File: config.mk
export PLATFORM = sky130hd
export DESIGN_NAME = ic0_arb
export DESIGN_NICKNAME = d
export VERILOG_FILES = /design/src/rtl/ic0_arb.sv
export SDC_FILE = /design/constraint.sdc
export NUM_CORES = 1
export LEC_CHECK = 0
export CAP_MARGIN = 40
export CORE_AREA = 8 8 185 187
export DETAILED_ROUTE_END_ITERATION = 7
export DIE_AREA = 0 0 193 195
export PLACE_DENSITY_LB_ADDON = 0.12
export SETUP_SLACK_MARGIN = 0.2
export SLEW_MARGIN = 0
export SYNTH_ARGS = -nofsm -noshare
export SYNTH_HDL_FRONTEND = slang
export SYNTH_SLANG_ARGS = --single-unit
File: constraint.sdc
create_clock -name clk -period 2.1 [get_ports clk]
set_clock_uncertainty 0.05 [all_clocks]
set_input_delay 0.315 -clock clk [delete_from_list [all_inputs] [get_ports clk]]
set_output_delay 0.315 -clock clk [all_outputs]
set_load 0.005 [all_outputs]
File: src/rtl/ic0_arb.sv
// ic0_arb: two-master round-robin arbiter for the shared ic0 bus.
// Each grant runs one write, or one read that waits for the first of four
// slave responses. A read with no response inside RD_TIMEOUT cycles returns
// ERR_DATA and sets the sticky err_timeout flag.
module ic0_arb #(
  parameter int unsigned RD_TIMEOUT = 16,
  parameter logic [31:0] ERR_DATA   = 32'hDEADBEEF
) (
  input  logic        clk,
  input  logic        c_sys_rst,
  // master 0
  input  logic        m0_wr_valid,
  input  logic        m0_rd_valid,
  input  logic [31:0] m0_wr_addr,
  input  logic [31:0] m0_wr_data,
  input  logic [31:0] m0_rd_addr,
  output logic        m0_gnt,
  output logic        m0_rd_ready,
  output logic [31:0] m0_rd_data,
  // master 1
  input  logic        m1_wr_valid,
  input  logic        m1_rd_valid,
  input  logic [31:0] m1_wr_addr,
  input  logic [31:0] m1_wr_data,
  input  logic [31:0] m1_rd_addr,
  output logic        m1_gnt,
  output logic        m1_rd_ready,
  output logic [31:0] m1_rd_data,
  // shared bus, master side
  output logic        ic0_c_axi_mst_wr_valid,
  output logic        ic0_c_axi_mst_rd_valid,
  output logic [31:0] ic0_axi_mst_wr_addr,
  output logic [31:0] ic0_axi_mst_wr_data,
  output logic [31:0] ic0_axi_mst_rd_addr,
  // shared bus, slave read responses
  input  logic        ic0_c_axi_slv_rd_ready_0,
  input  logic        ic0_c_axi_slv_rd_ready_1,
  input  logic        ic0_c_axi_slv_rd_ready_2,
  input  logic        ic0_c_axi_slv_rd_ready_3,
  input  logic [31:0] ic0_axi_slv_rd_data_0,
  input  logic [31:0] ic0_axi_slv_rd_data_1,
  input  logic [31:0] ic0_axi_slv_rd_data_2,
  input  logic [31:0] ic0_axi_slv_rd_data_3,
  output logic        err_timeout
);

  typedef enum logic [1:0] {IDLE, WR, RD, RD_WAIT} state_t;

  // Counter only needs to reach RD_TIMEOUT-1; the timeout fires on that value.
  localparam int unsigned CW = (RD_TIMEOUT > 1) ? $clog2(RD_TIMEOUT) : 1;
  localparam logic [CW-1:0] CNT_LAST = CW'(RD_TIMEOUT - 1);

  state_t        state;
  logic [CW-1:0] wait_cnt;
  logic          last_gnt;   // index of the master granted most recently
  logic          cur;        // master owning the transaction in flight

  logic          req0, req1, any_req, pick, sel_wr;
  logic [31:0]   sel_wr_addr, sel_wr_data, sel_rd_addr;
  logic          resp_hit;
  logic [31:0]   resp_data;

  // Round-robin pick between requesting masters, write before read within one.
  always_comb begin
    req0        = m0_wr_valid | m0_rd_valid;
    req1        = m1_wr_valid | m1_rd_valid;
    any_req     = req0 | req1;
    pick        = (req0 && req1) ? ~last_gnt : req1;
    sel_wr      = pick ? m1_wr_valid : m0_wr_valid;
    sel_wr_addr = pick ? m1_wr_addr  : m0_wr_addr;
    sel_wr_data = pick ? m1_wr_data  : m0_wr_data;
    sel_rd_addr = pick ? m1_rd_addr  : m0_rd_addr;
  end

  // Lowest-index slave response wins when several arrive together.
  // NOTE: every always_comb output gets a default first so no path can infer a latch.
  always_comb begin
    resp_hit  = 1'b0;
    resp_data = '0;
    if (ic0_c_axi_slv_rd_ready_0) begin
      resp_hit  = 1'b1;
      resp_data = ic0_axi_slv_rd_data_0;
    end else if (ic0_c_axi_slv_rd_ready_1) begin
      resp_hit  = 1'b1;
      resp_data = ic0_axi_slv_rd_data_1;
    end else if (ic0_c_axi_slv_rd_ready_2) begin
      resp_hit  = 1'b1;
      resp_data = ic0_axi_slv_rd_data_2;
    end else if (ic0_c_axi_slv_rd_ready_3) begin
      resp_hit  = 1'b1;
      resp_data = ic0_axi_slv_rd_data_3;
    end
  end

  // Transaction FSM with all outputs registered; reset overrides everything.
  // NOTE: sequential state uses non-blocking assignments so every register
  // samples pre-edge values regardless of statement order.
  always_ff @(posedge clk) begin
    if (c_sys_rst) begin
      state                  <= IDLE;
      wait_cnt               <= '0;
      last_gnt               <= 1'b1;
      cur                    <= 1'b0;
      m0_gnt                 <= 1'b0;
      m1_gnt                 <= 1'b0;
      m0_rd_ready            <= 1'b0;
      m1_rd_ready            <= 1'b0;
      m0_rd_data             <= '0;
      m1_rd_data             <= '0;
      ic0_c_axi_mst_wr_valid <= 1'b0;
      ic0_c_axi_mst_rd_valid <= 1'b0;
      ic0_axi_mst_wr_addr    <= '0;
      ic0_axi_mst_wr_data    <= '0;
      ic0_axi_mst_rd_addr    <= '0;
      err_timeout            <= 1'b0;
    end else begin
      // pulses and strobes default low; data/address registers hold
      m0_gnt                 <= 1'b0;
      m1_gnt                 <= 1'b0;
      m0_rd_ready            <= 1'b0;
      m1_rd_ready            <= 1'b0;
      ic0_c_axi_mst_wr_valid <= 1'b0;
      ic0_c_axi_mst_rd_valid <= 1'b0;
      case (state)
        IDLE: begin
          if (any_req) begin
            cur      <= pick;
            last_gnt <= pick;
            if (pick) m1_gnt <= 1'b1;
            else      m0_gnt <= 1'b1;
            if (sel_wr) begin
              ic0_c_axi_mst_wr_valid <= 1'b1;
              ic0_axi_mst_wr_addr    <= sel_wr_addr;
              ic0_axi_mst_wr_data    <= sel_wr_data;
              state                  <= WR;
            end else begin
              ic0_c_axi_mst_rd_valid <= 1'b1;
              ic0_axi_mst_rd_addr    <= sel_rd_addr;
              wait_cnt               <= '0;
              state                  <= RD;
            end
          end
        end
        WR: state <= IDLE;
        RD, RD_WAIT: begin
          if (resp_hit || wait_cnt == CNT_LAST) begin
            if (cur) begin
              m1_rd_ready <= 1'b1;
              m1_rd_data  <= resp_hit ? resp_data : ERR_DATA;
            end else begin
              m0_rd_ready <= 1'b1;
              m0_rd_data  <= resp_hit ? resp_data : ERR_DATA;
            end
            if (!resp_hit) err_timeout <= 1'b1;
            state <= IDLE;
          end else begin
            wait_cnt <= wait_cnt + 1'b1;
            state    <= RD_WAIT;
          end
        end
        default: state <= IDLE;
      endcase
    end
  end

endmodule

==> results.txt, run 1 <==
endpoint type of the worst setup path -> register
max incr delay on CP -> 0.61 ns
Final Hold Viols -> 0
crit path from -> m1_rd_valid
First-pass DRT Iterations -> 7
share of cells above drive strength 1 -> 7.11%
Fill cells -> 3110
post-DP HPWL -> 29200 um
CP cell instances -> clkdlybuf4s50_1 -> or4_1 -> nand2_1 -> a22o_1 -> buf_4 -> nor3b_1
Core ar. -> 0.0312 sq mm
drt via density -> 4.93
Port Buffer Count -> 496
Vias -> 9451
MaxCap Viol Count -> 0
CTS buffer count -> 17
CP startpoint kind -> primary input
Initial Util -> 26.2%
CTS resizes -> 0
GPL Wtd Cong -> 0.779
IO Count -> 497
vias in the first global route -> 9765
die area -> 0.0376 sq mm
instance count on the critical path -> 6
largest net degree at the start of global routing -> 74
Reg2Reg Depth -> 5
WL per Instance -> 20.4 um
Seq/Total Area, Yosys -> 42.8%
setup repair after global routing missed its margin -> false
crit path max fanout -> 4
Total Wirelength -> 39000 um
fin area -> 0.0145 sq mm
post-synth design cell area -> 0.00819 sq mm
CP Class -> in -> reg
NumNets Final -> 1823
Synth Register Bits -> 175
worst r2r src -> state[1]
worst slew pin tran -> 0.598 ns
Synth Flop Type -> dfxtp_1
Die Height -> 195 um
Final setup violation count -> 0
CP top delay family -> simple AND/OR/NAND/NOR gates
Synth warnings -> 0
CTS clk-pin slew, worst paths -> 0.08 ns
Hold-fix buffers, CTS -> 0
die width -> 193 um
WP data arrival -> 2.08 ns
fin util -> 46.6%
P&R area growth vs syn -> 77.6%
final setup margin -> 0.295 ns
Tot GR Track Use -> 19.9%
Post-synth EDFFs -> 0
Critical-path top delay cell -> or4_1
CTS tree -> built
commonest non-fill, non-tap cell in the layout -> clkdlybuf4s50_1
GRT overflow -> 0
Leakage -> 5.69 nW
instance area after placement -> 0.0139 sq mm
Max H-tree Level -> 4
worst hold path type -> in -> reg
row cnt -> 65
Reg2Reg Setup Slack -> 0.39 ns
DR iter-0 viols -> 442
Async S/R FF share, synth -> 0%
Cell Count Post-Placement -> 1875
RR Endpoint -> ic0_axi_mst_wr_data[0]
Synth cell types -> 42
VDD IR max -> 0.000507 V
average cell area after synthesis -> 8.04 sq um
Final period util -> 85.9%
power density cells -> 708 mW/mm^2
Worst EP required -> 2.38 ns
Slew headroom -> 60.0%
status -> completed
dpl ws -> -0.123 ns
Critical Path Sink -> wait_cnt[2]
number of setup buffers added after CTS -> 0
Net Count, Synth -> 1349
Bufs and invs on worst path -> 2
crit path time final -> 1.80 ns
Fmax achieved -> 554 MHz
Max Transition Viols Final -> 0
Root Buffer -> clkbuf_16
antenna violations before repair -> 9
Mapped Cells -> 1018
DRT antenna net count -> 0
number of clock sinks -> 175
smallest hold slack -> 0.309 ns
clock latency at the later pin of the worst-skew pair -> 0.41 ns
Layout Cells excl Fill -> 1916
drt drc -> 0
global-route wire length before repair -> 58700 um
Longest Clk Path Bufs -> 2
commonest non-fill, non-tap cells in the layout -> clkdlybuf4s50_1, nand2_1, dfxtp_1
per-stage QoR:
step | TNS (ns) | total power, mW
2_1_floorplan | 0 | 5.14
3_5_place_dp | -8.77 | 7.11
6_report | 0 | 10.3
3_3_place_gp | -5.04 | 7.10
4_1_cts | 0 | 10.4
5_1_grt | 0 | 10.8
where the power goes:
| part | total [mW] | switching, mW | internal [mW] |
|---|---|---|---|
| combinational | 3.12 | 1.35 | 1.77 |
| sequential | 3.89 | 0.202 | 3.69 |
| clock | 3.29 | 1.47 | 1.82 |
flip-flops by register name, indices dropped and copies added (netlist names), 2 cells and up:
register / cells
ic0_axi_mst_rd_addr: 32
ic0_axi_mst_wr_addr: 32
ic0_axi_mst_wr_data: 32
m0_rd_data: 32
m1_rd_data: 32
state: 2
wait_cnt: 4
cell families after synthesis:
group                      synth area share (%)
DFF                                        42.8
AOI/OAI and AO/OA                          26.5
xor gates and xnor gates                  0.214
buffers and inverters                      6.65
adders and majority gates                 0.153
and+or+nand+nor                            19.8
muxes                                      3.91
metal layers:
layer  vias to the layer above  track usage, %  share of wire (%)
li1                       4641               -                  -
met1                      4411            23.4                 40
met2                       352            33.9                 50
met5                         -               0                  0
met3                        47            5.29                7.1
met4                         0            7.81                2.7
how the worst min path moves through the flow:
stage,start,endpoint,cells past startpoint
2_1_floorplan,cur,cur,2
6_report,c_sys_rst,m1_rd_data[0],4
4_1_cts,c_sys_rst,m1_rd_data[0],4
3_3_place_gp,ic0_axi_mst_rd_addr[31],ic0_axi_mst_rd_addr[31],1
3_5_place_dp,ic0_axi_mst_rd_addr[2],ic0_axi_mst_rd_addr[2],1
5_1_grt,c_sys_rst,m1_rd_data[7],4
tightest hold or removal path, delay by kind of cell:
family / cells / cell delay [ns]
compound gates: 1 / 0.11
buf+inv: 2 / 0.27
simple gates: 1 / 0.04
synth_stat cells (3+ instances only):
| master | instances | area share (%) |
|---|---|---|
| buf_2 | 18 | 1.1 |
| a311oi_1 | 64 | 6.8 |
| buf_1 | 8 | 0.37 |
| inv_1 | 26 | 1.2 |
| nand2_1 | 183 | 8.4 |
| nand3b_1 | 24 | 2.2 |
| nor2b_1 | 10 | 0.76 |
| clkbuf_1 | 69 | 3.2 |
| a221oi_1 | 40 | 4.3 |
| dfxtp_1 | 175 | 43 |
| nand3_1 | 3 | 0.18 |
| a21oi_1 | 94 | 5.7 |
| o21ai_1 | 34 | 2.1 |
| nor3_1 | 58 | 3.5 |
| mux2i_1 | 32 | 3.9 |
| o21ai_0 | 34 | 2.1 |
| buf_6 | 4 | 0.55 |
| a221o_1 | 8 | 0.98 |
| buf_4 | 3 | 0.28 |
| o2bb2ai_1 | 32 | 3.4 |
| nor2_1 | 71 | 3.3 |
layout make-up:
cell class                 count  area (sq um)  share of cell area (%)
antenna                        9          22.5                   0.155
sequential                   175          3500                    24.1
clock buffer                  19           443                    3.05
clock inverter                13           151                    1.04
multi-input combinational    715          4180                    28.7
timing repair buffer         557          5640                    38.8
inverter                      26          97.6                   0.671
tap                          402           503                    3.46
Note: power is estimated with default switching activity, not from simulation.
==> run 2, diff against run 1 <==
ABC_AREA = 1   (was unset)
CORE_AREA = 8 8 187 189   (was 8 8 185 187)
DIE_AREA = 0 0 195 197   (was 0 0 193 195)
==> run 2 against run 1 <==
  * Fmax up 1.2%
  * Sequential share of layout area down 0.31 points
  * Setup slack better by 0.022 ns
==> results.txt, run 2 <==
status -> completed
Die Height -> 197 um (+1.0%)
average cell area after synthesis -> 6.86 sq um (-15%)
CP top delay family -> buffers and inverters
Longest Clk Path Bufs -> 2 (unchanged)
smallest hold slack -> 0.414 ns (+0.104 ns)
post-synth design cell area -> 0.00859 sq mm (+5.0%)
power density cells -> 712 mW/mm^2 (+0.55%)
row cnt -> 66 (+1.5%)
NumNets Final -> 2044 (+12%)
die width -> 195 um (+1.0%)
Fmax achieved -> 561 MHz (+1.2%)
Initial Util -> 26.8% (+0.60 points)
First-pass DRT Iterations -> 5 (-2)
Net Count, Synth -> 1584 (+17%)
Leakage -> 6.03 nW (+5.9%)
worst slew pin tran -> 0.363 ns (-0.236 ns)
Critical-path top delay cell -> clkdlybuf4s50_1
hold path cells -> 2 (-2)
Synth cell types -> 33 (-21%)
drt drc -> 0 (unchanged)
Synth Flop Type -> dfxtp_1
WL per Instance -> 18.1 um (-11%)
antenna violations before repair -> 0 (-9)
Bufs and invs on worst path -> 1 (-1)
post-DP HPWL -> 30100 um (+3.2%)
dpl ws -> -0.00334 ns (+0.119 ns)
Setup TNS -> 0 ns (unchanged)
Reg2Reg Depth -> 8 (+3)
top-count cell post-synth -> nand2_1
Mapped Cells -> 1253 (+23%)
Final period util -> 84.9% (-1.0 points)
fin area -> 0.0147 sq mm (+1.3%)
fin util -> 46.0% (-0.59 points)
Max H-tree Level -> 4 (unchanged)
instance area after placement -> 0.0141 sq mm (+1.5%)
WP data arrival -> 1.42 ns (-0.66 ns)
Core ar. -> 0.0320 sq mm (+2.6%)
Cell Count Post-Placement -> 2102 (+12%)
Final setup violation count -> 0 (unchanged)
CP cell instances -> clkdlybuf4s50_1
number of diodes -> 0 (-9)
post-synth top area share -> 40.8% (-2.0 points)
CP startpoint kind -> register
Async S/R FF share, synth -> 0% (unchanged)
Layout Cells excl Fill -> 2134 (+11%)
worst hold path type -> reg -> reg
crit path time final -> 1.78 ns (-0.0218 ns)
Fill cells -> 3271 (+5.2%)
CTS buffer count -> 17 (unchanged)
number of clock sinks -> 175 (unchanged)
Final Hold Viols -> 0 (unchanged)
VDD IR max -> 0.000539 V (+6.3%)
Synth area leader -> dfxtp_1
endpoint type of the worst setup path -> output pin
clock latency at the later pin of the worst-skew pair -> 0.43 ns (+0.02 ns)
Slew headroom -> 75.8% (+16 points)
CP Class -> reg -> out
Commonest cells post-synth -> nand2_1, dfxtp_1, a21oi_1
DRT antenna net count -> 0 (unchanged)
Synth Register Bits -> 175 (unchanged)
Root Buffer -> clkbuf_16
final setup margin -> 0.317 ns (+0.0218 ns)
number of setup buffers added after CTS -> 0 (unchanged)
MaxCap Viol Count -> 0 (unchanged)
CTS clk-pin slew, worst paths -> 0.07 ns (about the same)
setup repair after global routing missed its margin -> true
DR iter-0 viols -> 459 (+3.8%)
commonest non-fill, non-tap cell in the layout -> clkdlybuf4s50_1
Synth area leaders -> dfxtp_1, nand2_1, a21oi_1, nand3_1, nor2_1
max incr delay on CP -> 0.59 ns (-0.02 ns)
CTS tree -> built
share of cells above drive strength 1 -> 8.00% (+0.89 points)
largest net degree at the start of global routing -> 75 (+1.4%)
Max Transition Viols Final -> 0 (unchanged)
crit path max fanout -> 2 (-2)
drt via density -> 4.61 (-6.4%)
Worst EP required -> 1.74 ns (-0.64 ns)
Hold-fix buffers, CTS -> 0 (unchanged)
commonest non-fill, non-tap cells in the layout -> clkdlybuf4s50_1, nand2_1, dfxtp_1
Port Buffer Count -> 496 (unchanged)
global-route wire length before repair -> 58000 um (-1.2%)
Total Wirelength -> 38600 um (-0.97%)
die area -> 0.0384 sq mm (+2.1%)
GRT overflow -> 0 (unchanged)
Synth warnings -> 0 (unchanged)
instance count on the critical path -> 1 (-5)
P&R area growth vs syn -> 71.4%
total power -> 10.5 mW (+1.9%)
Seq/Total Area, Yosys -> 40.8% (-2.0 points)
Post-synth EDFFs -> 0 (unchanged)
IO Count -> 497 (unchanged)
GPL Wtd Cong -> 0.799 (+2.6%)
Vias -> 9848 (+4.2%)
Tot GR Track Use -> 19.1% (-0.80 points)
vias in the first global route -> 9799 (+0.35%)
## run 2: changes by cell type in the layout (fill, tap and decap cells not counted), moves of 40 or more
cell      before  now
nand3_1        3  103
nand2_1      183  420
a311oi_1      64    0
nor2_1        70  120
a221oi_1      40    0
a21oi_1       93  133
nor3_1        58    0
o211ai_1       0   46
## run 2: where the power goes
group	switching [mW]	internal [mW]
clock	1.41	1.78
sequential	0.194	3.69
combinational	1.59	1.83
total	3.19	7.30
## run 2: cell families after synthesis
family / synth area share (%)
compound gates: 18.2
xor+xnor: 0.306
fa+ha+maj: 0.146
buf+inv: 7.35
flops: 40.8
simple gates: 33.2
## run 2: routing by layer
metal	wire, um	vias up	global-route usage [%]
met4	669	0	5.39
li1	-	5030	-
met5	0	-	0
met1	15700	4405	21.7
met2	18900	374	33.6
met3	3420	39	6.84
## run 2: timing repair
action | 4_1_cts | 5_1_grt
endpoints found under the hold margin | 0 | 0
endpoints found under the setup margin | 0 | 31
gates resized for setup | 0 | 1
## run 2: layout make-up
| class | instances | area (sq um) | share of cell area, % |
|---|---|---|---|
| Multi-Input combinational cell | 955 | 4470 | 30.3 |
| Tap cell | 408 | 510 | 3.47 |
| Sequential cell | 175 | 3500 | 23.8 |
| Inverter | 22 | 83.8 | 0.569 |
| Clock buffer | 22 | 484 | 3.29 |
| Clock inverter | 10 | 104 | 0.705 |
| Timing Repair Buffer | 542 | 5580 | 37.8 |
## run 2: path summary, 6_finish.rpt
path	start	endpoint	slack [ns]
max reg2reg	wait_cnt[0]	m0_rd_data[8]	0.41
max	m1_rd_data[3]	m1_rd_data[3]	0.32
min	ic0_axi_mst_wr_addr[24]	ic0_axi_mst_wr_addr[24]	0.41
min reg2reg	ic0_axi_mst_wr_addr[24]	ic0_axi_mst_wr_addr[24]	0.41
## run 2: worst reg2reg max path, stage by stage, from the launching register on
cell,delay [ns]
dfxtp_1,0.38
ha_1,0.20
nand3_1,0.14
nand3_1,0.13
nand2_1,0.10
nor2_4,0.15
buf_4,0.24
o21ai_0,0.12
a21oi_1,0.13
